`src/rtl/instruction_loader_pkg.sv`:
```
// Shared definitions for the instruction loader: state encoding, word type,
// the end-of-program marker and a byte-packing helper.
package instruction_loader_pkg;

    localparam int SIZE_DEFAULT = 32;

    typedef logic [31:0] word_t;

    localparam word_t HALT_WORD_DEFAULT = 32'hFFFF_FFFF;

    typedef enum logic [1:0] {
        ST_IDLE  = 2'd0,
        ST_RECV  = 2'd1,
        ST_WRITE = 2'd2,
        ST_DONE  = 2'd3
    } loader_state_t;

    // Big-endian packing: earlier bytes move toward the MSB as new ones arrive.
    function automatic word_t shift_in_byte(input word_t word, input logic [7:0] data_byte);
        return {word[23:0], data_byte};
    endfunction

endpackage

```
`src/rtl/instruction_loader_if.sv`:
```
// Byte-stream input, instruction memory write port and load status of the
// instruction loader. The master side is the byte source / controller, the
// slave side is the loader itself.
interface instruction_loader_if #(
    parameter int ADDR_W = 4,
    parameter int SIZE   = 32
);
    logic              start;
    logic [7:0]        rx_byte;
    logic              byte_valid;
    logic              byte_ready;
    logic              imem_we;
    logic [ADDR_W-1:0] imem_addr;
    logic [SIZE-1:0]   imem_data;
    logic              stall;
    logic              done;
    logic              full;
    logic [ADDR_W:0]   count;

    modport master (
        output start, rx_byte, byte_valid,
        input  byte_ready, imem_we, imem_addr, imem_data, stall, done, full, count
    );

    modport slave (
        input  start, rx_byte, byte_valid,
        output byte_ready, imem_we, imem_addr, imem_data, stall, done, full, count
    );

endinterface

```
`src/rtl/instruction_loader.sv`:
```
// Instruction memory loader: packs a byte stream into 32-bit big-endian words
// and writes them to consecutive word addresses from 0, holding the pipeline
// stalled for the whole load. A load ends on the halt word (which is itself
// written) or when the last memory word has been written.
//
//   state | meaning
//   IDLE  | waiting for start; no stall, no bytes accepted
//   RECV  | accepting bytes, 4 per word, MSB first
//   WRITE | one-cycle write pulse of the assembled word
//   DONE  | one-cycle done pulse, stall still held
module instruction_loader
    import instruction_loader_pkg::*;
#(
    parameter int    SIZE            = SIZE_DEFAULT,
    parameter int    MAX_INSTRUCTION = 10,
    parameter int    ADDR_W          = 4,
    parameter word_t HALT_WORD       = HALT_WORD_DEFAULT
) (
    input  logic                 clk,
    input  logic                 rst,
    instruction_loader_if.slave  bus
);

    localparam logic [ADDR_W-1:0] LAST_ADDR = ADDR_W'(MAX_INSTRUCTION - 1);

    loader_state_t     state;
    logic [1:0]        byte_idx;
    word_t             word_sr;
    logic [ADDR_W-1:0] addr;
    logic [ADDR_W:0]   count;
    logic              byte_ready;
    logic              imem_we;
    logic              stall;
    logic              done;
    logic              full;
    logic              transfer;

    assign transfer = bus.byte_valid & byte_ready;

    // Loader FSM with all outputs registered; the shift register doubles as
    // the write-data register, so it is stable for the whole write pulse.
    always_ff @(posedge clk) begin
        if (rst) begin
            state      <= ST_IDLE;
            byte_idx   <= 2'd0;
            word_sr    <= '0;
            addr       <= '0;
            count      <= '0;
            byte_ready <= 1'b0;
            imem_we    <= 1'b0;
            stall      <= 1'b0;
            done       <= 1'b0;
            full       <= 1'b0;
        end else begin
            imem_we <= 1'b0;
            done    <= 1'b0;
            case (state)
                ST_IDLE: begin
                    if (bus.start) begin
                        state      <= ST_RECV;
                        addr       <= '0;
                        count      <= '0;
                        byte_idx   <= 2'd0;
                        full       <= 1'b0;
                        stall      <= 1'b1;
                        byte_ready <= 1'b1;
                    end
                end
                ST_RECV: begin
                    if (transfer) begin
                        word_sr  <= shift_in_byte(word_sr, bus.rx_byte);
                        byte_idx <= byte_idx + 2'd1;
                        if (byte_idx == 2'd3) begin
                            state      <= ST_WRITE;
                            byte_ready <= 1'b0;
                            imem_we    <= 1'b1;
                        end
                    end
                end
                ST_WRITE: begin
                    // The word is committed to memory on this edge, so it is
                    // counted here whichever way the load continues.
                    count <= count + 1'b1;
                    if (word_sr == HALT_WORD) begin
                        state <= ST_DONE;
                        done  <= 1'b1;
                    end else if (addr == LAST_ADDR) begin
                        state <= ST_DONE;
                        done  <= 1'b1;
                        full  <= 1'b1;
                    end else begin
                        state      <= ST_RECV;
                        addr       <= addr + 1'b1;
                        byte_idx   <= 2'd0;
                        byte_ready <= 1'b1;
                    end
                end
                ST_DONE: begin
                    state <= ST_IDLE;
                    stall <= 1'b0;
                end
                default: begin
                    state      <= ST_IDLE;
                    stall      <= 1'b0;
                    byte_ready <= 1'b0;
                end
            endcase
        end
    end

    assign bus.byte_ready = byte_ready;
    assign bus.imem_we    = imem_we;
    assign bus.imem_addr  = addr;
    assign bus.imem_data  = word_sr;
    assign bus.stall      = stall;
    assign bus.done       = done;
    assign bus.full       = full;
    assign bus.count      = count;

endmodule
```
`src/flat_wrapper.sv`:
```
// flat-port wrapper written by rule: the top's interface ports become plain ports
module instruction_loader_flat import instruction_loader_pkg::*;
#(
    parameter int    SIZE            = SIZE_DEFAULT,
    parameter int    MAX_INSTRUCTION = 10,
    parameter int    ADDR_W          = 4,
    parameter word_t HALT_WORD       = HALT_WORD_DEFAULT
)
  (clk, rst, bus_start, bus_rx_byte, bus_byte_valid, bus_byte_ready, bus_imem_we, bus_imem_addr, bus_imem_data, bus_stall, bus_done, bus_full, bus_count);
  instruction_loader_if #(.ADDR_W(ADDR_W), .SIZE(SIZE)) bus_i ();
  input  logic clk;
  input  logic rst;
  input wire logic [$bits(bus_i.start)-1:0] bus_start;
  input wire logic [$bits(bus_i.rx_byte)-1:0] bus_rx_byte;
  input wire logic [$bits(bus_i.byte_valid)-1:0] bus_byte_valid;
  output wire logic [$bits(bus_i.byte_ready)-1:0] bus_byte_ready;
  output wire logic [$bits(bus_i.imem_we)-1:0] bus_imem_we;
  output wire logic [$bits(bus_i.imem_addr)-1:0] bus_imem_addr;
  output wire logic [$bits(bus_i.imem_data)-1:0] bus_imem_data;
  output wire logic [$bits(bus_i.stall)-1:0] bus_stall;
  output wire logic [$bits(bus_i.done)-1:0] bus_done;
  output wire logic [$bits(bus_i.full)-1:0] bus_full;
  output wire logic [$bits(bus_i.count)-1:0] bus_count;
  assign bus_i.start = bus_start;
  assign bus_i.rx_byte = bus_rx_byte;
  assign bus_i.byte_valid = bus_byte_valid;
  assign bus_byte_ready = bus_i.byte_ready;
  assign bus_imem_we = bus_i.imem_we;
  assign bus_imem_addr = bus_i.imem_addr;
  assign bus_imem_data = bus_i.imem_data;
  assign bus_stall = bus_i.stall;
  assign bus_done = bus_i.done;
  assign bus_full = bus_i.full;
  assign bus_count = bus_i.count;
  instruction_loader #(.SIZE(SIZE), .MAX_INSTRUCTION(MAX_INSTRUCTION), .ADDR_W(ADDR_W), .HALT_WORD(HALT_WORD)) u_core (.clk(clk), .rst(rst), .bus(bus_i));
endmodule
```
`config.mk`:
```
export PLATFORM = sky130hd
export DESIGN_NAME = instruction_loader_flat
export DESIGN_NICKNAME = d
export VERILOG_FILES = /design/src/rtl/instruction_loader_pkg.sv /design/src/rtl/instruction_loader_if.sv /design/src/rtl/instruction_loader.sv /design/src/flat_wrapper.sv
export SDC_FILE = /design/constraint.sdc
export NUM_CORES = 1
export LEC_CHECK = 0
export CORE_UTILIZATION = 45
export CTS_CLUSTER_DIAMETER = 150
export DETAILED_ROUTE_END_ITERATION = 8
export GPL_ROUTABILITY_DRIVEN = 0
export PLACE_DENSITY = 0.79
export SLEW_MARGIN = 20
export SYNTH_ARGS = -nofsm -noshare
export SYNTH_HDL_FRONTEND = slang
export SYNTH_SLANG_ARGS = --single-unit
```
`constraint.sdc`:
```
create_clock -name clk -period 1.95 [get_ports clk]
set_clock_uncertainty 0.05 [all_clocks]
set_input_delay 0.585 -clock clk [delete_from_list [all_inputs] [get_ports clk]]
set_output_delay 0.585 -clock clk [all_outputs]
set_load 0.03 [all_outputs]
```
Yosys cells after proc, flatten, opt, wreduce, memory -nomap -nowiden
Index checks and enable logic that the tools add are counted.

Muxes and demuxes: 31. Equal/unequal tests: 12. Reduce and logical (&&, ||, !) cells: 14. Bitwise logic cells: 4. $add $sub $neg: 3.

Operators by type and width (number): equality test 32 bit (second input constant) (1); two-way mux 2 bit (9); two-way mux 4 bit (3); two-way mux 1 bit (11); one-hot mux 5 bit (2 select lines) (1); one-hot mux 2 bit (4 select lines) (1); one-hot mux 4 bit (2 select lines) (1); AND reduction 4 bit (2); equality test 2 bit (second input constant) (3); inequality test 2 x 1 -> 1 bit (second input constant) (3); inequality test 2 bit (second input constant) (3); one-hot mux 2 bit (3 select lines) (1); AND reduction 2 bit (3); AND reduction 6 bit (1); adder 5 x 1 -> 5 bit (second input constant) (1); two-way mux 5 bit (1); AND reduction 5 bit (1); adder 4 x 1 -> 4 bit (second input constant) (1); equality test 4 bit (second input constant) (1); one-hot mux 1 bit (2 select lines) (2); nonzero test 2 bit (2); NOT 1 bit (3); one-hot mux 1 bit (3 select lines) (1); AND reduction 3 bit (1); other kinds (7) (7).

Input port bits: 12. Logic and storage cells: 74. Flip-flop bits (word level): 50.

Logic depth before layout (Yosys ltp)
Depth after elaboration: 4. Mapped depth: 7. Gate-level depth less buffers: 6.

Least setup slack after synthesis
OpenSTA, ideal clock, no wires.

Path kind: register to register. From: register u_core.word_sr[4] (netlist: u_core.bus.imem_data[4]). To: register u_core.byte_ready (netlist: u_core.bus.byte_ready). Setup slack: 0.203 ns. Stages on the path, launching flop included: 5. Period minus slack after synthesis: 1.747 ns. Data required time: 1.778 ns. Arrival: 1.575 ns. Cells stage by stage: dfxtp_1 nand4_1 nor4_4 a21oi_2 o311a_1.

Longest elaborated chain between the ends: 3.

Ends and longest elaborated chain: start, declared (RTL line instruction_loader.sv:28) `word_t word_sr;`; start signal, assigned (RTL line instruction_loader.sv:71) `word_sr <= shift_in_byte(word_sr, bus.rx_byte);`; equality test 32 bit (RTL line instruction_loader.sv:84) `if (word_sr == HALT_WORD) begin`; inequality test 2 bit (no line); AND reduction 6 bit (no line); end signal, assigned (RTL line instruction_loader.sv:75) `byte_ready <= 1'b0;`; end signal, assigned (RTL line instruction_loader.sv:95) `byte_ready <= 1'b1;`; end signal, assigned (RTL line instruction_loader.sv:105) `byte_ready <= 1'b0;`; end, declared (RTL line instruction_loader.sv:31) `logic byte_ready;`.

Every way passes these cells. A chain may end at the register's enable or synchronous reset.

Worst setup path after layout
From: register u_core.imem_we (netlist: u_core.bus.imem_we). To: output bus_imem_we.

RTL lines: start, declared (RTL line instruction_loader.sv:32) `logic imem_we;`; start signal, assigned (RTL line instruction_loader.sv:50) `imem_we <= 1'b0;`; start signal, assigned (RTL line instruction_loader.sv:55) `imem_we <= 1'b0;`; start signal, assigned (RTL line instruction_loader.sv:76) `imem_we <= 1'b1;`; end, declared (RTL line flat_wrapper.sv:17) `output wire logic [$bits(bus_i.imem_we)-1:0] bus_imem_we;`.

No word-level cell between the ends.

==> summary.txt <==
Drt
  • Drt total wl: ~4800 µm
  • Via count: approximately 1900
  • Avg WL per Cell: 13.2 µm
  • First-pass iteration count of the detailed router: 4
  • Iteration-0 DRC Markers: 152
  • Routed Antenna Nets: 0
  • Drt drc: 0
  • Via/cell ratio: 5.27

Setup path
  • Critical-path maximum fanout: 1
  • Worst Path Required: approximately 1.3 ns
  • CP startpoint kind: register
  • R2r startpoint: u_core.bus.imem_data[15]
  • Worst path cell trace: clkdlybuf4s50_1
  • Slowest stage delay, CP: ~0.66 ns
  • CP endpoint kind: output pin
  • Slowest CP cell: clkdlybuf4s50_1
  • Critical Path AT: between 1 and 1.5 ns
  • CP Depth: 1
  • FF-to-FF End: u_core.bus.byte_ready
  • R2R cell count: 4
  • Setup CP Type: reg2out
  • CP endpoint: bus_imem_we
  • Crit-path leading delay family: buffers and inverters
  • Worst R2R Setup Slack: 0.20 ns
  • Crit. Startpoint: u_core.bus.imem_we
  • Crit path buf inv count: 1

Floorplan
  • Core area: approximately 4400 µm²
  • Std-Cell Rows: 24
  • IO Pins: 58
  • Die Ht: 70.2 µm
  • Starting density of the core: 0.474
  • Die ar.: 4930 µm²
  • Die width: about 70 µm

STA
  • Relative slew slack: 0.709
  • Slew @ Worst Pin: roughly 0.43 ns
  • Final hold viol count: 0
  • WHS: approximately 0.42 ns
  • Crit path time final: between 1.5 and 2 ns
  • Max Clock Freq: around 0.53 GHz
  • RSZ-0062 raised after global routing: no
  • TNS Setup: 0 ns
  • PnR worst setup slack: between 0.04 and 0.05 ns
  • Pins Over Slew Limit: 0
  • Final Setup Violations: 0
  • Period Utilization, post-route: 0.977

Synthesis
  • Syn. warnings: 0
  • Seq/Total Area, Yosys: 0.478
  • Top-area cell type share of the netlist area: 0.478
  • Ys async rst share: 0
  • Top_reg_cell synth: dfxtp_1
  • Seq cells post-synth: 50
  • Netlist cell types: 33
  • Syn nets: 268
  • Yosys top cell by area: dfxtp_1
  • Post-synth EDFFs: 0
  • Cell count after synthesis: between 200 and 300
  • Synth top area cells: dfxtp_1 48%, nand2_1 12%, a21oi_1 9.6%
  • Synthesized area: roughly 2100 µm²
  • Post-Syn Area per Cell: roughly 8.3 µm²

Pwr
  • Psw: 0.423 mW
  • Logic pwr share: 0.066
  • Sw Ratio: 0.224
  • Peak supply drop: around 0.00040 V
  • Internal: 1.47 mW
  • Sequential fraction of design power: 0.551
  • Clk pwr share: 0.383
  • Leakage power: between 1 and 1.5 nW
  • PwrDens: 667 nW/µm²
  • Final Power: ~1.9 mW

GRT
  • First-pass GRT wire length: 8160 µm
  • Remaining global-route overflow: 0
  • Number of global-route vias before repair: between 1500 and 2000
  • Largest net degree at the start of global routing: 33
  • Total global-route track usage: 0.207
  • Initial antenna violation count: 0

Layout
  • Fin nets: 330
  • Area grow syn2layout: 35.4%
  • # diodes: 0
  • Layout cells sized above 1: 0.105
  • Finished Cell Area: between 2000 and 3000 µm²

Clocking
  • Worst-Skew Late Latency: ~0.3 ns
  • CTS root buffer: clkbuf_8
  • CTS buffer count: 5
  • CTS tree: done
  • Clock sink total: 50
  • Reg clk slew, reported paths: approximately 0.09 ns
  • Clock Path Buffers: 2
  • CTS H-tree lvls: 2

Placement
  • Buffers on Ports: 57
  • Post-place setup slack: -0.00428 ns
  • Placed instance area: roughly 2800 µm²
  • Post-DP HPWL: between 3000 and 4000 µm

Run
  • MaxCap Viol Count: 0

Status
  • Status: completed

Hold path
  • Type of the worst min-delay path: reg2reg
[how the worst min path moves through the flow]
stage	slack [ns]	start	endpoint	cells after the start
after floorplan	0.41	u_core.byte_idx[1]	u_core.byte_idx[1]	2
after global placement	0.40	u_core.bus.full	u_core.bus.full	1
after detailed placement	0.40	u_core.bus.full	u_core.bus.full	1
after CTS	0.42	u_core.bus.full	u_core.bus.full	1
after global routing	0.45	u_core.bus.imem_data[30]	u_core.bus.imem_data[30]	2
final	0.42	u_core.bus.full	u_core.bus.full	1
[metrics by stage]
step,utilization,std cells
after floorplan,-,252
after global placement,0.628,359
after detailed placement,0.628,359
after CTS,0.641,367
after global routing,0.642,367
final,0.642,367
[state kept, by name (all words and copies together), names as in the netlist]
| signal | cells |
|---|---|
| u_core.bus.stall | 1 |
| u_core.bus.byte_ready | 1 |
| u_core.state | 2 |
| u_core.byte_idx | 2 |
| u_core.bus.count | 5 |
| u_core.bus.done | 1 |
| u_core.bus.imem_addr | 4 |
| u_core.bus.imem_data | 32 |
| u_core.bus.imem_we | 1 |
| u_core.bus.full | 1 |
[layout make-up]
class                   instances  area [µm²]
fillers                       398        1580
flip-flops and latches         50        1000
multi-input cells             181         997
repair buffers                 70         637
clock buffers                   6        72.6
well taps                      52        65.1
clock inverters                 2        37.5
inverters                       6        22.5
[logic make-up (layout without fill, tap and decap cells)]
family,after synthesis,count (layout),synth area share
compound gates,57,57,0.164
fa+ha+maj,4,4,0.0239
mux,6,6,0.0323
flops,50,50,0.478
simple gates,114,114,0.256
buf+inv,21,84,0.0449
[cell usage in the layout, fill, tap and decap left out, drive strengths merged, types with 2 or more instances in the layout]
cell           instances
nor2b                  4
clkdlybuf4s50         12
dfxtp                 50
nor3b                  2
nor2                  16
o21ai                  2
nand3                  5
nor4                   2
mux2                   6
a21oi                 41
ha                     4
nand2b                 2
a22oi                  4
a211oi                 3
nand3b                 2
nand4                  9
inv                    6
dlygate4sd2           43
clkbuf                 6
nand2                 69
buf                   14
[power by group through the flow]
stage          Combinational (mW)  Sequential (mW)  Clock (mW)
6_report                    0.125             1.04       0.723
5_1_grt                     0.137             1.04       0.773
4_1_cts                     0.125             1.04       0.737
3_5_place_dp                0.129             1.07           0
3_3_place_gp                0.127             1.06           0
2_1_floorplan              0.0563             1.07           0
[metal layers]
metal | vias up | track usage | wire, µm
li1 | 985 | - | -
met1 | 896 | 0.276 | 2190
met2 | 47 | 0.326 | 2340
met3 | 7 | 0.0418 | 222
met4 | 0 | 0.0867 | 88
met5 | - | 0 | 0
[cells in the mapped netlist (2+ instances only)]
library cell  count
dfxtp_1          50
clkbuf_1          9
buf_4             3
buf_2             3
a21oi_1          40
nor2b_1           4
nand2_1          69
a22oi_1           4
nor2_1           16
ha_1              4
nand3_1           5
nor4_4            2
inv_1             6
a211oi_1          3
nand3b_1          2
nand4_1           8
mux2_2            6
nand2b_1          2
nor3b_1           2
[timing repair]
item,4_1_cts,5_1_grt
pin swaps,0,0
setup endpoints to repair,43,1
resized for setup,43,1
buffers inserted,0,0
hold buffers,0,0
endpoints found under the hold margin,0,0
gates cloned,0,0
Power figures use the tool's default switching activity.
